[src/rtl/timer_uart_periph_pkg.sv]
// Shared constants and types for the timer/UART peripheral.
package periph_pkg;

  // Word offsets inside the 16-byte timer window.
  localparam logic [3:0] TIMER_MTIME_LO    = 4'h0;
  localparam logic [3:0] TIMER_MTIME_HI    = 4'h4;
  localparam logic [3:0] TIMER_MTIMECMP_LO = 4'h8;
  localparam logic [3:0] TIMER_MTIMECMP_HI = 4'hC;

  // Word offsets inside the 8-byte UART window.
  localparam logic [2:0] UART_TXDATA = 3'h0;
  localparam logic [2:0] UART_STATUS = 3'h4;

  typedef enum logic [1:0] {
    UART_IDLE,
    UART_START,
    UART_DATA,
    UART_STOP
  } uart_state_e;

endpackage

[src/rtl/uart_tx.sv]
// 8N1 transmit serializer; one frame per accepted start, starts ignored while busy.
//
// state      | meaning
// -----------+---------------------------------------------------
// UART_IDLE  | line high, waiting for start_i
// UART_START | driving the start bit (0)
// UART_DATA  | shifting out data bits LSB first, idx_q = bit number
// UART_STOP  | driving the stop bit (1); busy ends with this bit
module uart_tx
  import periph_pkg::*;
#(
  parameter int CLKS_PER_BIT = 16
) (
  input  logic       clk,
  input  logic       rst,
  input  logic       start_i,
  input  logic [7:0] data_i,
  output logic       busy_o,
  output logic       tx_o
);

  localparam int CW = (CLKS_PER_BIT > 1) ? $clog2(CLKS_PER_BIT) : 1;
  localparam logic [CW-1:0] CNT_RELOAD = CW'(CLKS_PER_BIT - 1);

  uart_state_e   state_q, state_d;
  logic [CW-1:0] cnt_q, cnt_d;
  logic [2:0]    idx_q, idx_d;
  logic [7:0]    shreg_q, shreg_d;
  logic          tx_q, tx_d;

  // State, bit timer, shift register and registered line output.
  always_ff @(posedge clk or negedge rst) begin
    if (!rst) begin
      state_q <= UART_IDLE;
      cnt_q   <= '0;
      idx_q   <= '0;
      shreg_q <= '0;
      tx_q    <= 1'b1;
    end else begin
      state_q <= state_d;
      cnt_q   <= cnt_d;
      idx_q   <= idx_d;
      shreg_q <= shreg_d;
      tx_q    <= tx_d;
    end
  end

  // Next state: the bit timer counts down and each terminal count advances one bit.
  always_comb begin
    state_d = state_q;
    cnt_d   = cnt_q;
    idx_d   = idx_q;
    shreg_d = shreg_q;
    tx_d    = tx_q;
    case (state_q)
      UART_IDLE: begin
        if (start_i) begin
          state_d = UART_START;
          cnt_d   = CNT_RELOAD;
          shreg_d = data_i;
          tx_d    = 1'b0;
        end
      end
      UART_START: begin
        if (cnt_q == '0) begin
          state_d = UART_DATA;
          cnt_d   = CNT_RELOAD;
          idx_d   = '0;
          tx_d    = shreg_q[0];
          shreg_d = {1'b0, shreg_q[7:1]};
        end else begin
          cnt_d = cnt_q - 1'b1;
        end
      end
      UART_DATA: begin
        if (cnt_q == '0) begin
          cnt_d = CNT_RELOAD;
          if (idx_q == 3'd7) begin
            state_d = UART_STOP;
            tx_d    = 1'b1;
          end else begin
            idx_d   = idx_q + 3'd1;
            tx_d    = shreg_q[0];
            shreg_d = {1'b0, shreg_q[7:1]};
          end
        end else begin
          cnt_d = cnt_q - 1'b1;
        end
      end
      UART_STOP: begin
        if (cnt_q == '0) begin
          state_d = UART_IDLE;
        end else begin
          cnt_d = cnt_q - 1'b1;
        end
      end
      default: state_d = UART_IDLE;
    endcase
  end

  assign busy_o = (state_q != UART_IDLE);
  assign tx_o   = tx_q;

endmodule

[src/rtl/timer_uart_periph.sv]
// Bus-mapped RISC-V machine timer plus transmit-only UART with its own address decode.
module timer_uart_periph
  import periph_pkg::*;
#(
  parameter logic [31:0] TIMER_BASE   = 32'h0200_0000,
  parameter logic [31:0] UART_BASE    = 32'h1000_0000,
  parameter int          CLKS_PER_BIT = 16
) (
  input  logic        clk,
  input  logic        rst,
  input  logic [31:0] addr,
  input  logic [31:0] write_data,
  input  logic        write_enable,
  input  logic        read_enable,
  output logic [31:0] read_data,
  output logic        timer_valid,
  output logic        uart_valid,
  output logic        timer_interrupt,
  output logic        tx
);

  logic [63:0] mtime_q, mtime_d;
  logic [63:0] mtimecmp_q, mtimecmp_d;
  logic        irq_q;
  logic        uart_busy;

  // Windows are base-aligned, so the decode is a compare of the upper address bits.
  logic       access, timer_sel, uart_sel, uart_mapped;
  logic [3:0] timer_off;
  logic [2:0] uart_off;
  logic       unused_addr_bits;

  assign access      = read_enable | write_enable;
  assign timer_sel   = (addr[31:4] == TIMER_BASE[31:4]);
  assign uart_sel    = (addr[31:3] == UART_BASE[31:3]);
  assign timer_off   = {addr[3:2], 2'b00};
  assign uart_off    = {addr[2], 2'b00};
  assign uart_mapped = (uart_off == UART_TXDATA) || (uart_off == UART_STATUS);
  assign unused_addr_bits = ^addr[1:0];

  assign timer_valid = access & timer_sel;
  assign uart_valid  = access & uart_sel & uart_mapped;

  logic wr_timer;
  assign wr_timer = write_enable & timer_sel;

  // A written mtime half replaces the count for that cycle instead of incrementing.
  always_comb begin
    mtime_d    = mtime_q + 64'd1;
    mtimecmp_d = mtimecmp_q;
    if (wr_timer) begin
      case (timer_off)
        TIMER_MTIME_LO:    mtime_d    = {mtime_q[63:32], write_data};
        TIMER_MTIME_HI:    mtime_d    = {write_data, mtime_q[31:0]};
        TIMER_MTIMECMP_LO: mtimecmp_d = {mtimecmp_q[63:32], write_data};
        TIMER_MTIMECMP_HI: mtimecmp_d = {write_data, mtimecmp_q[31:0]};
        default: ;
      endcase
    end
  end

  // Timer registers; the interrupt is the registered compare of the stored values.
  always_ff @(posedge clk or negedge rst) begin
    if (!rst) begin
      mtime_q    <= '0;
      mtimecmp_q <= '1;
      irq_q      <= 1'b0;
    end else begin
      mtime_q    <= mtime_d;
      mtimecmp_q <= mtimecmp_d;
      irq_q      <= (mtime_q >= mtimecmp_q);
    end
  end

  assign timer_interrupt = irq_q;

  uart_tx #(
    .CLKS_PER_BIT(CLKS_PER_BIT)
  ) u_uart_tx (
    .clk    (clk),
    .rst    (rst),
    .start_i(write_enable & uart_sel & (uart_off == UART_TXDATA)),
    .data_i (write_data[7:0]),
    .busy_o (uart_busy),
    .tx_o   (tx)
  );

  // Combinational load mux; TXDATA and unmapped offsets read as zero.
  always_comb begin
    read_data = '0;
    if (read_enable && timer_sel) begin
      case (timer_off)
        TIMER_MTIME_LO:    read_data = mtime_q[31:0];
        TIMER_MTIME_HI:    read_data = mtime_q[63:32];
        TIMER_MTIMECMP_LO: read_data = mtimecmp_q[31:0];
        TIMER_MTIMECMP_HI: read_data = mtimecmp_q[63:32];
        default:           read_data = '0;
      endcase
    end else if (read_enable && uart_sel && (uart_off == UART_STATUS)) begin
      read_data = {31'b0, uart_busy};
    end
  end

endmodule

[config.mk]
export PLATFORM = sky130hd
export DESIGN_NAME = timer_uart_periph
export DESIGN_NICKNAME = d
export VERILOG_FILES = /design/src/rtl/timer_uart_periph_pkg.sv /design/src/rtl/uart_tx.sv /design/src/rtl/timer_uart_periph.sv
export SDC_FILE = /design/constraint.sdc
export NUM_CORES = 1
export LEC_CHECK = 0
export CAP_MARGIN = 20
export CORE_UTILIZATION = 30
export CTS_CLUSTER_SIZE = 25
export DETAILED_ROUTE_END_ITERATION = 10
export SLEW_MARGIN = 20
export SYNTH_ARGS = -nofsm -noshare
export SYNTH_HDL_FRONTEND = slang
export SYNTH_SLANG_ARGS = --single-unit
[constraint.sdc]
create_clock -name clk -period 9.3 [get_ports clk]
set_clock_uncertainty 0.15 [all_clocks]
set_input_delay 2.325 -clock clk [delete_from_list [all_inputs] [get_ports clk]]
set_output_delay 2.325 -clock clk [all_outputs]
set_load 0.01 [all_outputs]
==> out/results.txt <==
The run finished with clean final reports. Peak supply drop: 0.000121 V. The worst-skew pair later-pin latency is 440 ps, and the routed via count is 8569. The die covers 34200 um^2. Synthesis produced 1051 cells. Once layout is complete, the utilization of the core stands at 36.9%. The count of endpoints failing hold in the final timing report came out at 0. For the final-layout setup total negative slack, the log shows 0 ps. The final antenna diode count was 0; the quantity of I/O buffers inserted on ports was 101. The tools report the maximum clock insertion buffer count as 2.

After synthesis, the share of flip-flops with an asynchronous set or reset is 100%. The congestion estimate from routability-driven global placement came to 0.842. The placed wire-length estimate was 21300 um.

The detailed router finished its first iteration with 591 violations. The kind of capture point of the worst setup path was an output port. The tools report the aggregate global-route resource usage as 18.3%. The count of nets left with antenna violations once routing finished came out at 0. The tools report the number of gates resized after CTS as 0. For the arrival time at the worst endpoint, the log shows 5180 ps.

The tightest hold path in the finished design has a slack of 333 ps. At the worst endpoint, the required time is 6830 ps. Cells with a size suffix above 1 make up 19.0% of the layout. For this run, the leading register cell type out of synthesis is dfrtp_1. The number of endpoints failing setup at the final stage came out at 0. The floorplan step set the die width to 185 um. The detailed-route wire length was 30100 um. For the pin with the worst max-slew slack, the measured transition is 981 ps. The number of nets handed over by synthesis was 1191. The initial antenna violation count is 0, and the first-pass iteration count of the detailed router is 5.

The clock tree synthesis step divided the H-tree into 4 levels. The final count of pins violating max slew was 0; the number of synthesis warnings was 0. Number of maximum-capacitance violations: 0.

The tightest min-delay check is of the reg2reg type. The placeable core region is 32700 um^2. The logs give 0 for the setup fix buffers added after clock tree synthesis and 1.50 mW for the sum of internal, switching and leakage power. The tree built by TritonCTS fans out to 147 sinks.

The number of vias per cell after detailed routing is 5.42, and the count of flip-flops with a built-in enable after synthesis is 0. For the number of buffers added by the clock tree synthesis step, the log shows 17. OpenSTA, run right after detailed placement, puts the worst setup slack at 1620 ps. For this design the top-level I/O count stands at 104. The setup path with the least slack is of type in2out. Dividing total power by cell area gives a power density of 124 nW/um^2. For the via count of the first global-routing pass, the log shows 8580. The area growth from synthesis to layout is 20.3%.

The maximum fanout along the worst path works out to 19. Headroom to the max-slew limit came out at 34.6%. The floorplan step set the die height to 185 um.

Clock-pin slew was measured on the worst setup and hold paths at 60 ps. For this run, design rule violations remaining after detail routing come to 0. Most frequent standard cell in the layout excluding fill and tap cells: clkdlybuf4s50_1. TritonCTS built the clock tree. Setup repair after global routing left no endpoint under its margin.

After synthesis the cells add up to 10000 um^2. For the global-route congestion overflow total, the log shows 0. A synthesized cell averages 9.54 um^2. The tools report the category of the worst setup path launch point as an input pin. In this run, synthesis produced a sequential element count of 147. Clock tree synthesis selected as its root buffer the cell clkbuf_16.

Entering global routing, the biggest net connects 81 pins. Wire length per cell after detailed routing: 19.1 um. The tools report the leakage power of the design as 4.79 nW. The top cell types in the final layout, fill and taps aside, are 98 x clkdlybuf4s50_1, 85 x inv_1, 83 x nor2_1. The time the worst path needs with I/O delays and setup is 7660 ps, and the count of unique library cells instantiated by Yosys is 61. The run gives 66 as the site row count. The fmax is 0.131 GHz, and the number of buffers added to fix hold violations after cts is 0. The initial utilization of the core area, before any placement, comes to 30.7%. The final layout contains 1267 nets.

The sequential fraction of the synthesis area is 37.5%, and the final clock period utilization by the worst path is 82.3%. The run gives 48100 um as the wire length of the first global-routing pass. The final worst slack came out at 1640 ps.
[power by group]
group          switching [mW]  internal [mW]  total, mW
sequential            0.00874          0.659      0.667
clock                   0.294          0.449      0.743
combinational          0.0478         0.0429     0.0906
[worst paths after layout]
path / endpoint / from / cells past startpoint / slack [ps]
setup / recovery: read_data[19] / addr[10] / 7 / 1640
hold / removal: u_uart_tx.shreg_q[7] / u_uart_tx.shreg_q[7] / 2 / 330
setup reg to reg: mtime_q[51] / mtime_q[17] / 6 / 5990
hold reg to reg: u_uart_tx.shreg_q[7] / u_uart_tx.shreg_q[7] / 2 / 330
max in group asynchronous: mtime_q[25] / rst / 2 / 5800
min in group asynchronous: mtime_q[9] / rst / 1 / 1790
[registers in the layout, indices dropped and copies added, names as in the netlist]
| register | flops |
|---|---|
| u_uart_tx.idx_q | 3 |
| u_uart_tx.state_q | 2 |
| u_uart_tx.tx_o | 1 |
| timer_interrupt | 1 |
| mtimecmp_q | 64 |
| mtime_q | 64 |
| u_uart_tx.cnt_q | 4 |
| u_uart_tx.shreg_q | 8 |
[area by class of cell]
class,count,area [um^2]
Tap cell,442,553
Clock inverter,13,185
Clock buffer,19,433
Sequential cell,147,3760
Timing Repair Buffer,111,1080
Multi-Input combinational cell,765,5740
Fill cell,3354,20600
Inverter,85,319
[critical path, stage by stage]
cell and delay, ps:
clkdlybuf4s50_1 400, nor4_1 390, and4_1 300, and3_1 680
buf_4 340, and3_1 190, clkdlybuf4s50_1 540
[metal layers]
layer	vias to the layer above	wire (um)	GRT usage, %
li1	4058	-	-
met1	4273	13800	24.3
met2	205	14400	29.9
met3	33	1520	3.78
met4	0	456	5.16
met5	-	0	0
[synth_stat cells (25+ instances only)]
| cell type | number | area share (%) |
|---|---|---|
| a21oi_1 | 73 | 3.6 |
| and3_1 | 47 | 2.9 |
| clkbuf_1 | 46 | 1.7 |
| dfrtp_1 | 82 | 20 |
| dfstp_2 | 65 | 17 |
| ha_1 | 72 | 9.0 |
| inv_1 | 85 | 3.2 |
| mux2_2 | 64 | 7.2 |
| mux4_2 | 32 | 7.2 |
| nand2_1 | 76 | 2.8 |
| nand3_1 | 36 | 1.8 |
| nand4_1 | 25 | 1.6 |
| nor2_1 | 83 | 3.1 |
| nor3_1 | 30 | 1.5 |
| o21ai_0 | 49 | 2.4 |
[through the flow]
| step | std cells | instance area, um^2 |
|---|---|---|
| after CTS | 1582 | 12100 |
| final | 1582 | 12100 |
| after global placement | 1550 | 11400 |
| after global routing | 1582 | 12100 |
| after detailed placement | 1550 | 11400 |
| after floorplan | 1051 | 10000 |
[kinds of logic (layout without fill, tap and decap cells)]
family | Yosys count | after routing | synth area share (%)
simple gates | 363 | 363 | 18.6
mux | 104 | 104 | 15.2
flops | 147 | 147 | 37.5
compound gates | 226 | 226 | 14.4
fa+ha+maj | 72 | 72 | 8.98
buf+inv | 139 | 228 | 5.32
Power figures use the tool's default switching activity.
